File: src/rtl/i2c_slave_ctrl.sv
// I2C slave protocol engine in front of a 16x8 register file.
// Oversamples SCL/SDA, detects START/STOP, decodes the device address and a register
// pointer, and turns bus writes/reads into single-cycle register-file strobes with
// pointer auto-increment. SDA is driven open-drain via o_sda_oe.
// Optional feature: define I2C_GLITCH_FILTER_EN to add a FILTER_LEN-cycle glitch filter
// on both lines after the synchronizers.
module i2c_slave_ctrl #(
   parameter logic [6:0]  SLAVE_ADDR = 7'h50,
   parameter int unsigned FILTER_LEN = 3
) (
   input  logic       i_ck,
   input  logic       i_rst,
   input  logic       i_scl,
   input  logic       i_sda,
   output logic       o_sda_oe,
   output logic       o_csn,
   output logic       o_rw,
   output logic [3:0] o_address,
   output logic [7:0] o_data,
   input  logic [7:0] i_rdata,
   output logic       o_busy
);

   if (FILTER_LEN == 0) begin : g_bad_filter_len
      $error("FILTER_LEN must be at least 1");
   end

   typedef enum logic [3:0] {
      StIdle,
      StDevAddr,
      StAckAddr,
      StRegPtr,
      StAckPtr,
      StWData,
      StAckWData,
      StRdFetch,
      StRData,
      StRAck
   } state_e;

   // Bit 1 = SCL, bit 0 = SDA throughout the conditioning path.
   logic [1:0] sync1_q, sync2_q;
   logic [1:0] line;
   logic [1:0] line_p_q;

   // Two-flop synchronizer; idle-high reset avoids false edges after reset.
   always_ff @(posedge i_ck or posedge i_rst) begin
      if (i_rst) begin
         sync1_q <= 2'b11;
         sync2_q <= 2'b11;
      end else begin
         sync1_q <= {i_scl, i_sda};
         sync2_q <= sync1_q;
      end
   end

`ifdef I2C_GLITCH_FILTER_EN
   localparam int unsigned FltW = $clog2(FILTER_LEN + 1);

   logic [1:0]      flt_q;
   logic [FltW-1:0] flt_cnt_q [2];

   // Accept a new line level only after it has been stable for FILTER_LEN cycles.
   always_ff @(posedge i_ck or posedge i_rst) begin
      if (i_rst) begin
         flt_q        <= 2'b11;
         flt_cnt_q[0] <= '0;
         flt_cnt_q[1] <= '0;
      end else begin
         for (int i = 0; i < 2; i++) begin
            if (sync2_q[i] == flt_q[i]) begin
               flt_cnt_q[i] <= '0;
            end else if (flt_cnt_q[i] == FltW'(FILTER_LEN - 1)) begin
               flt_q[i]     <= sync2_q[i];
               flt_cnt_q[i] <= '0;
            end else begin
               flt_cnt_q[i] <= flt_cnt_q[i] + FltW'(1);
            end
         end
      end
   end

   assign line = flt_q;
`else
   assign line = sync2_q;
`endif

   // Previous conditioned levels for edge detection.
   always_ff @(posedge i_ck or posedge i_rst) begin
      if (i_rst) begin
         line_p_q <= 2'b11;
      end else begin
         line_p_q <= line;
      end
   end

   logic scl_f, sda_f, scl_p, sda_p;
   logic scl_rise, scl_fall, start_det, stop_det;

   assign scl_f     = line[1];
   assign sda_f     = line[0];
   assign scl_p     = line_p_q[1];
   assign sda_p     = line_p_q[0];
   assign scl_rise  = scl_f & ~scl_p;
   assign scl_fall  = ~scl_f & scl_p;
   assign start_det = scl_f & scl_p & sda_p & ~sda_f;
   assign stop_det  = scl_f & scl_p & ~sda_p & sda_f;

   state_e     state_q, state_d;
   logic [3:0] bit_cnt_q, bit_cnt_d;
   logic [7:0] shreg_q, shreg_d;
   logic [7:0] rd_sh_q, rd_sh_d;
   logic [3:0] ptr_q, ptr_d;
   logic       rw_bit_q, rw_bit_d;
   logic       sda_oe_q, sda_oe_d;
   logic       csn_q, csn_d;
   logic       rw_q, rw_d;
   logic [3:0] addr_q, addr_d;
   logic [7:0] data_q, data_d;
   logic       busy_q, busy_d;

   // State and registered outputs; reset releases SDA and drops any strobe at once.
   always_ff @(posedge i_ck or posedge i_rst) begin
      if (i_rst) begin
         state_q   <= StIdle;
         bit_cnt_q <= '0;
         shreg_q   <= '0;
         rd_sh_q   <= '0;
         ptr_q     <= '0;
         rw_bit_q  <= 1'b0;
         sda_oe_q  <= 1'b0;
         csn_q     <= 1'b1;
         rw_q      <= 1'b1;
         addr_q    <= '0;
         data_q    <= '0;
         busy_q    <= 1'b0;
      end else begin
         state_q   <= state_d;
         bit_cnt_q <= bit_cnt_d;
         shreg_q   <= shreg_d;
         rd_sh_q   <= rd_sh_d;
         ptr_q     <= ptr_d;
         rw_bit_q  <= rw_bit_d;
         sda_oe_q  <= sda_oe_d;
         csn_q     <= csn_d;
         rw_q      <= rw_d;
         addr_q    <= addr_d;
         data_q    <= data_d;
         busy_q    <= busy_d;
      end
   end

   // Protocol FSM: next state, bit shifting, SDA drive and register-file strobes.
   always_comb begin
      state_d   = state_q;
      bit_cnt_d = bit_cnt_q;
      shreg_d   = shreg_q;
      rd_sh_d   = rd_sh_q;
      ptr_d     = ptr_q;
      rw_bit_d  = rw_bit_q;
      sda_oe_d  = sda_oe_q;
      csn_d     = 1'b1;
      rw_d      = rw_q;
      addr_d    = addr_q;
      data_d    = data_q;
      busy_d    = busy_q;

      if (stop_det) begin
         state_d   = StIdle;
         sda_oe_d  = 1'b0;
         busy_d    = 1'b0;
         bit_cnt_d = '0;
      end else if (start_det) begin
         // Repeated START keeps the pointer; any partial byte is dropped.
         state_d   = StDevAddr;
         sda_oe_d  = 1'b0;
         bit_cnt_d = '0;
      end else begin
         unique case (state_q)
            StIdle: ;

            StDevAddr: begin
               if (scl_rise) begin
                  shreg_d   = {shreg_q[6:0], sda_f};
                  bit_cnt_d = bit_cnt_q + 4'd1;
                  if (bit_cnt_q == 4'd7) begin
                     bit_cnt_d = '0;
                     if (shreg_q[6:0] == SLAVE_ADDR) begin
                        state_d  = StAckAddr;
                        busy_d   = 1'b1;
                        rw_bit_d = sda_f;
                     end else begin
                        state_d = StIdle;
                        busy_d  = 1'b0;
                     end
                  end
               end
            end

            // First SCL fall starts the ACK; a read fetches on the ACK clock's rise so
            // the first data bit is ready when that clock falls.
            StAckAddr: begin
               if (scl_fall) begin
                  if (!sda_oe_q) begin
                     sda_oe_d = 1'b1;
                  end else if (!rw_bit_q) begin
                     sda_oe_d  = 1'b0;
                     state_d   = StRegPtr;
                     bit_cnt_d = '0;
                  end
               end else if (scl_rise && sda_oe_q && rw_bit_q) begin
                  state_d   = StRdFetch;
                  bit_cnt_d = '0;
               end
            end

            StRegPtr: begin
               if (scl_rise) begin
                  shreg_d   = {shreg_q[6:0], sda_f};
                  bit_cnt_d = bit_cnt_q + 4'd1;
                  if (bit_cnt_q == 4'd7) begin
                     ptr_d     = {shreg_q[2:0], sda_f};
                     state_d   = StAckPtr;
                     bit_cnt_d = '0;
                  end
               end
            end

            StAckPtr, StAckWData: begin
               if (scl_fall) begin
                  if (!sda_oe_q) begin
                     sda_oe_d = 1'b1;
                  end else begin
                     sda_oe_d  = 1'b0;
                     state_d   = StWData;
                     bit_cnt_d = '0;
                  end
               end
            end

            StWData: begin
               if (scl_rise) begin
                  shreg_d   = {shreg_q[6:0], sda_f};
                  bit_cnt_d = bit_cnt_q + 4'd1;
                  if (bit_cnt_q == 4'd7) begin
                     csn_d     = 1'b0;
                     rw_d      = 1'b0;
                     addr_d    = ptr_q;
                     data_d    = {shreg_q[6:0], sda_f};
                     ptr_d     = ptr_q + 4'd1;
                     state_d   = StAckWData;
                     bit_cnt_d = '0;
                  end
               end
            end

            // Cycle 0 issues the read strobe; read data is captured two cycles later.
            StRdFetch: begin
               bit_cnt_d = bit_cnt_q + 4'd1;
               if (bit_cnt_q == 4'd0) begin
                  csn_d  = 1'b0;
                  rw_d   = 1'b1;
                  addr_d = ptr_q;
               end
               if (bit_cnt_q == 4'd2) begin
                  rd_sh_d   = i_rdata;
                  state_d   = StRData;
                  bit_cnt_d = '0;
               end
            end

            StRData: begin
               if (scl_fall) begin
                  if (bit_cnt_q == 4'd8) begin
                     sda_oe_d  = 1'b0;
                     state_d   = StRAck;
                     bit_cnt_d = '0;
                  end else begin
                     sda_oe_d  = ~rd_sh_q[7];
                     rd_sh_d   = {rd_sh_q[6:0], 1'b0};
                     bit_cnt_d = bit_cnt_q + 4'd1;
                  end
               end
            end

            StRAck: begin
               if (scl_rise) begin
                  if (!sda_f) begin
                     ptr_d     = ptr_q + 4'd1;
                     state_d   = StRdFetch;
                     bit_cnt_d = '0;
                  end else begin
                     state_d = StIdle;
                     busy_d  = 1'b0;
                  end
               end
            end

            default: state_d = StIdle;
         endcase
      end
   end

   assign o_sda_oe  = sda_oe_q;
   assign o_csn     = csn_q;
   assign o_rw      = rw_q;
   assign o_address = addr_q;
   assign o_data    = data_q;
   assign o_busy    = busy_q;

endmodule

File: config.mk
export PLATFORM = sky130hd
export DESIGN_NAME = i2c_slave_ctrl
export DESIGN_NICKNAME = d
export VERILOG_FILES = /design/src/rtl/i2c_slave_ctrl.sv
export SDC_FILE = /design/constraint.sdc
export NUM_CORES = 1
export LEC_CHECK = 0
export ABC_CLOCK_PERIOD_IN_PS = 5300
export BUFFER_PORTS_ARGS = -buffer_cell sky130_fd_sc_hd__buf_2
export CAP_MARGIN = 20
export CORE_MARGIN = 4
export CORE_UTILIZATION = 60
export CTS_BUF_LIST = sky130_fd_sc_hd__clkbuf_8
export DETAILED_ROUTE_END_ITERATION = 12
export MAX_ROUTING_LAYER = met4
export PLACE_DENSITY = 0.81
export REMOVE_ABC_BUFFERS = 1
export SYNTH_ARGS = -nofsm -noshare
export SYNTH_HDL_FRONTEND = slang
export SYNTH_SLANG_ARGS = --single-unit
File: constraint.sdc
create_clock -name i_ck -period 5.3 [get_ports i_ck]
set_input_delay 0.265 -clock i_ck [delete_from_list [all_inputs] [get_ports i_ck]]
set_output_delay 0.265 -clock i_ck [all_outputs]
set_load 0.01 [all_outputs]
==> results of run 1 <==
==> worst reg2reg max path: stages, from the launching register on <==
cell and delay [ns]:
dfrtp_1 0.65, or4b_1 0.85, nor2_4 0.20, a21oi_1 0.06, o2111ai_2 0.11, nor3_1 0.09, a311o_1 0.32
==> power groups by stage <==
stage / registers [mW] / clock network [mW] / logic, mW
after floorplan: 0.415 / 0 / 0.0535
after global placement: 0.420 / 0 / 0.0672
after detailed placement: 0.421 / 0 / 0.0683
after CTS: 0.414 / 0.288 / 0.0686
after global routing: 0.417 / 0.305 / 0.0796
final: 0.414 / 0.282 / 0.0709
==> worst max path at each step <==
stage | from | to | slack (ns) | depth (start not counted)
CTS | state_q[2] | state_q[3] | 2.92 | 6
finish | state_q[2] | state_q[3] | 2.91 | 6
global route | state_q[1] | state_q[1] | 2.71 | 6
floorplan | state_q[2] | state_q[3] | 3.17 | 6
detailed placement | state_q[2] | state_q[3] | 2.94 | 6
global placement | state_q[2] | state_q[3] | 2.97 | 6
==> stage by stage <==
stage,area (µm²),power (mW)
final,3030,0.767
after global routing,3030,0.802
after CTS,3000,0.770
after detailed placement,2880,0.489
after global placement,2880,0.488
after floorplan,2680,0.469
==> state kept, by name, summed over array words and instances (netlist names) <==
signal     count
state_q        4
bit_cnt_q      4
o_address      4
rd_sh_q        8
o_sda_oe       1
line_p_q       2
sync1_q        2
line           2
o_csn          1
o_busy         1
shreg_q        7
ptr_q          4
o_rw           1
o_data         8
rw_bit_q       1
==> synthesized netlist by cell type, types with 2 or more instances <==
cell,number,area (µm²)
o21ai_0,14,70.1
nor3_1,6,30.0
nor2_1,24,90.1
a21boi_1,2,15.0
o211ai_1,3,22.5
o21ai_1,6,30.0
o31ai_1,2,15.0
mux2i_1,3,30.0
ha_1,4,50.1
dfrtp_1,42,1050
nand2b_1,8,50.1
clkbuf_1,2,7.51
a211o_1,2,17.5
a31o_1,2,17.5
a21oi_1,9,45.0
nor4_1,2,12.5
buf_4,3,22.5
nor3b_1,3,22.5
a211oi_1,2,15.0
nor2_4,3,33.8
xnor2_1,2,17.5
mux2_2,16,180
or4_1,2,15.0
a31oi_1,9,56.3
nor2b_1,6,37.5
and4b_1,2,20.0
mux2_4,5,75.1
nand2_1,23,86.3
a22o_1,3,26.3
nand3_1,12,60.1
inv_1,8,30.0
dfstp_2,8,210
buf_2,5,25.0
==> layout by cell type, fill, tap and decap left out, drive strengths merged, types with 2 or more instances in the layout <==
cell	instances
or4	2
mux2	21
a22o	3
xnor2	2
a21boi	2
dfstp	8
nand2	23
and4b	2
nor3	6
nor2b	6
a211o	2
a21oi	9
nor4	2
inv	9
a211oi	2
nor3b	3
nand2b	8
nor2	28
dfrtp	42
mux2i	3
ha	4
o211ai	3
clkbuf	6
nand3	12
o31ai	2
a31o	3
a31oi	9
o21ai	20
buf	28
==> layer usage <==
metal  global-route usage (%)  share of wire [%]
met1                     33.0                 46
met5                        -                  0
met4                     8.74                2.0
met2                     33.6                 48
met3                     4.35                4.7
==> final cells by class <==
cell class,count,area [µm²]
Fill cell,351,1350
Timing Repair Buffer,29,165
Inverter,8,30.0
Multi-Input combinational cell,199,1390
Tap cell,52,65.1
Sequential cell,50,1260
Clock buffer,6,82.6
Clock inverter,2,38.8
==> logic make-up after synthesis <==
logic type	count (synthesis)
and+or+nand+nor	103
buffers and inverters	20
AOI/OAI and AO/OA	66
adders and majority gates	4
DFF	50
muxes	24
xor gates and xnor gates	2
==> flow_metrics.tcl, run 1 <==
set metrics [dict create \
    hpwlAfterDp_um 3980 \
    end_kind "flop" \
    synth_fa_ha_area_share_pct 1.82 \
    crit_buf_inv 0 \
    rr_worst_depth 6 \
    setup-violations-final 0 \
    cts_resized 0 \
    clock_latency_ns 0.30 \
    place_inst 336 \
    combPwrFrac_pct 9.3 \
    cts_setup_buffers 0 \
    crit_chain "or4b_1, nor2_4, a21oi_1, o2111ai_2, nor3_1, a311o_1" \
    skew_ns 0.00978 \
    slowest_stage "or4b_1" \
    io_buffers 27 \
    routedWlPerCell_um 16.2 \
    synth_edf_count 0 \
    period_needed_ns 2.39 \
    synthFlopType "dfrtp_1" \
    hold_path_class "input pin to flop" \
    antenna_left 0 \
    drt_wl_total_um 5590 \
    die_height_um 75.7 \
    routabilityCongestion 0.940 \
    die_area_mm2 0.00573 \
    insertedDiodeCount 0 \
    critPathRequiredTime_ns 5.48 \
    holdBufCountCts 0 \
    synth_warnings 0 \
    clk_pin_slew_worst_paths_ns 0.09 \
    vias_per_cell 6.08 \
    max-cap-violations 0 \
    whs_ns 0.0532 \
    die_x_um 75.7 \
    cts.sinks 50 \
    hold_depth 1 \
    p_sw_share_pct 24.2 \
    drive_above_1_share_pct 25.9 \
    seq_power_share_pct 54.0 \
    rsz0062_at_grt "no" \
    hold_violations 0 \
    layout.nets 309 \
    worst-path-max-fanout 23 \
    synth_area_mm2 0.00275 \
    overflow 0 \
    fin_ws_ns 2.91 \
    period_share_pct 45.1 \
    r2r-end "state_q[3]" \
    synth_xor_area_share_pct 0.637 \
    grt_pass1_wl_um 9670 \
    synth.mux.area_fraction_pct 10.4 \
    cts_tree "built" \
    intPower_mw 0.581 \
    drtIter0Drc 322 \
    yosys.area_share.simple_pct 20.8 \
    regToRegStartpoint "state_q[2]" \
    r2r_setup_slack_ns 2.91 \
    grt_pass1_vias 1972 \
    hold_path.startpoint "i_sda" \
    vias 2104 \
    antenna_found_initial 0 \
    fmax_mhz 418 \
    synth-async-reset-ratio_pct 100 \
    drc_errors 0 \
    grt_max_degree 51 \
    finalMaxSlewViolations 0 \
    critPathLaunchType "flop" \
    status "finished clean" \
    p_leak_nw 1.36 \
    path_class "flop to flop" \
    boundaryPins 28 \
    synth_top_family_by_area "simple AND/OR/NAND/NOR gates" \
    synth_area_per_cell_um2 10.2 \
    hold_end "sync1_q[0]" \
    pre_cts_ws_ns 2.94 \
    clock_path_buffers 2 \
    start_util_pct 62.7 \
    final_cells 346 \
    syn2layout_area_growth_pct 10.2 \
    utilization_pct 69.1 \
    cts_buffers 5 \
    htree_levels 2 \
    synth_compound_area_share_pct 16.9 \
    switchingPower_mw 0.185 \
    synth.distinct_cells 59 \
    relSlewSlack_pct 51.3 \
    ys_ff_latch 50 \
    root_buffer "clkbuf_8" \
    slowest_delay_ns 0.85 \
    synth-seq-area-share_pct 45.9 \
    rows 24 \
    netlist_instances 269 \
    dr.pass1.iters 4 \
    clkPwrFrac_pct 36.7 \
    worst_pin_slew_ns 0.731 \
    power_density_mw_per_mm2 253 \
    arrival_ns 2.58 \
    path_delay_family "simple AND/OR/NAND/NOR gates" \
    ir_drop_mv 0.214 \
    core-area_mm2 0.00438 \
    finalSetupTns_ns 0 \
    grtUsageTotal_pct 23.4 \
]
Note: power is estimated with default switching activity, not from simulation.
==> run 2, diff against run 1 <==
--- a/config.mk
+++ b/config.mk
@@ -5,15 +5,15 @@
 export SDC_FILE = /design/constraint.sdc
 export NUM_CORES = 1
 export LEC_CHECK = 0
-export ABC_CLOCK_PERIOD_IN_PS = 5300
+export ABC_CLOCK_PERIOD_IN_PS = 1950
 export BUFFER_PORTS_ARGS = -buffer_cell sky130_fd_sc_hd__buf_2
 export CAP_MARGIN = 20
 export CORE_MARGIN = 4
-export CORE_UTILIZATION = 60
+export CORE_UTILIZATION = 55
 export CTS_BUF_LIST = sky130_fd_sc_hd__clkbuf_8
 export DETAILED_ROUTE_END_ITERATION = 12
 export MAX_ROUTING_LAYER = met4
-export PLACE_DENSITY = 0.81
+export PLACE_DENSITY = 0.78
 export REMOVE_ABC_BUFFERS = 1
 export SYNTH_ARGS = -nofsm -noshare
 export SYNTH_HDL_FRONTEND = slang
==> constraint.sdc (replaced) <==
create_clock -name i_ck -period 1.95 [get_ports i_ck]
set_input_delay 0.0975 -clock i_ck [delete_from_list [all_inputs] [get_ports i_ck]]
set_output_delay 0.0975 -clock i_ck [all_outputs]
set_load 0.01 [all_outputs]
==> flow_metrics.tcl, run 2 (synthesis gave the netlist of run 1 again) <==
set metrics [dict create \
    status "finished with violations" \
    violations "negative setup slack" \
    rows 25 \
    routabilityCongestion 1.00 \
    syn2layout_area_growth_pct 37.3 \
    worst_pin_slew_ns 0.564 \
    grt_max_degree 27 \
    critPathLaunchType "flop" \
    die_x_um 78.7 \
    relSlewSlack_pct 62.3 \
    worst-path-max-fanout 6 \
    path_class "flop to flop" \
    n_fill_cell 270 \
    finalMaxSlewViolations 0 \
    cts_buffers 5 \
    setup-violations-final 14 \
    gr-usage-met3_pct 5.10 \
    layout_commonest_cell "buf_4" \
    rsz0062_at_grt "yes" \
    place_inst 396 \
    grtUsageTotal_pct 26.5 \
    period_share_pct 105 \
    fin_ws_ns -0.0914 \
    max-cap-violations 0 \
    vias_per_cell 6.28 \
    hold_violations 0 \
    layout.nets 378 \
    grt_pass1_vias 2532 \
    antenna_found_initial 0 \
    p_leak_nw 1.73 \
    cts.sinks 50 \
    die_area_mm2 0.00620 \
    grt_pass1_wl_um 12300 \
    end_kind "flop" \
    whs_ns 0.0196 \
    routedWlPerCell_um 19.3 \
    clk_pin_slew_worst_paths_ns 0.11 \
    drt_wl_total_um 8300 \
    core-area_mm2 0.00479 \
    gr-max-usage-layer "met2" \
    htree_levels 2 \
    cts_tree "built" \
    drive_above_1_share_pct 49.9 \
    fmax_mhz 490 \
    period_needed_ns 2.04 \
    antenna_left 0 \
    overflow 0 \
    hold_path_class "input pin to flop" \
    insertedDiodeCount 0 \
    die_height_um 78.7 \
    drtIter0Drc 370 \
    root_buffer "clkbuf_8" \
    power_density_mw_per_mm2 570 \
    ir_drop_mv 0.524 \
    final_cells 430 \
    use_met1_pct 32.6 \
    boundaryPins 28 \
    drc_errors 0 \
    vias 2702 \
    dr.pass1.iters 5 \
    utilization_pct 78.9 \
    hpwlAfterDp_um 4820 \
    critPathRequiredTime_ns 2.15 \
    met2_usage_pct 42.9 \
    r2r_setup_slack_ns -0.09 \
    arrival_ns 2.24 \
    start_util_pct 57.5 \
    io_buffers 27 \
    mostFrequentLayoutCells "buf_4 (62), dfrtp_1 (37), buf_2 (27)" \
    skew_ns 0.0118 \
    clock_path_buffers 2 \
    clock_latency_ns 0.33 \
]
run 2: cell count changes in the layout (fill, tap and decap cells not counted), moves of 4 or more:
cell | before | now
a21oi_1 | 9 | 5
dfrtp_1 | 42 | 37
dfrtp_2 | 0 | 5
buf_4 | 0 | 62
run 2: layout make-up:
| cell class | instances | area, µm² | share of cell area, % |
|---|---|---|---|
| multi-input cells | 199 | 1570 | 41.7 |
| inverters | 8 | 30.0 | 0.795 |
| well taps | 67 | 83.8 | 2.22 |
| flip-flops and latches | 50 | 1270 | 33.6 |
| clock inverters | 3 | 28.8 | 0.762 |
| clock buffers | 5 | 68.8 | 1.82 |
| repair buffers | 98 | 724 | 19.2 |
run 2: critical path, cell delays in order (launching register included):
cell and delay, ns:
dfrtp_2 0.45, ha_2 0.21, nand3b_1 0.12, buf_6 0.17
buf_4 0.13, o21ai_0 0.15, o211ai_1 0.19, buf_4 0.21
o21ai_0 0.15, o21ai_0 0.12
run 2: layer usage:
metal  part of all wire (%)  wire length, µm
met1                     40             3300
met3                    8.0              666
met2                     48             3970
met4                    4.4              363
met5                      0                0
run 2: worst paths after layout:
kind | startpoint | to | depth (start not counted)
max | bit_cnt_q[1] | ptr_q[3] | 9
min | i_rdata[3] | rd_sh_q[3] | 3
max reg2reg | bit_cnt_q[1] | ptr_q[3] | 9
min reg2reg | sync1_q[1] | line[1] | 0
max in group asynchronous | i_rst | o_rw | 4
min in group asynchronous | i_rst | bit_cnt_q[1] | 3
run 2: power by group:
part           switching (mW)  leakage, nW  internal (mW)  total [mW]
clock                   0.412       0.0502          0.267       0.678
combinational           0.181         1.06          0.171       0.352
sequential             0.0462        0.619           1.07        1.12
run 2: timing repair:
item,in CTS,in global routing
hold endpoints to repair,20,0
setup buffers,15,9
hold buffers,3,0
endpoints found under the setup margin,27,25
resized for setup,23,28
pin swaps,12,12
run 2: stage by stage:
| stage | cell area, µm² | setup WS (ns) | TNS [ns] | power, mW |
|---|---|---|---|---|
| detailed placement | 3260 | -0.101 | -1.01 | 1.39 |
| CTS | 3600 | -0.0294 | -0.197 | 2.08 |
| global route | 3780 | -0.231 | -1.92 | 2.22 |
| global placement | 3260 | -0.123 | -0.477 | 1.38 |
| floorplan | 2680 | -0.176 | -1.62 | 1.27 |
| finish | 3780 | -0.0914 | -0.804 | 2.15 |
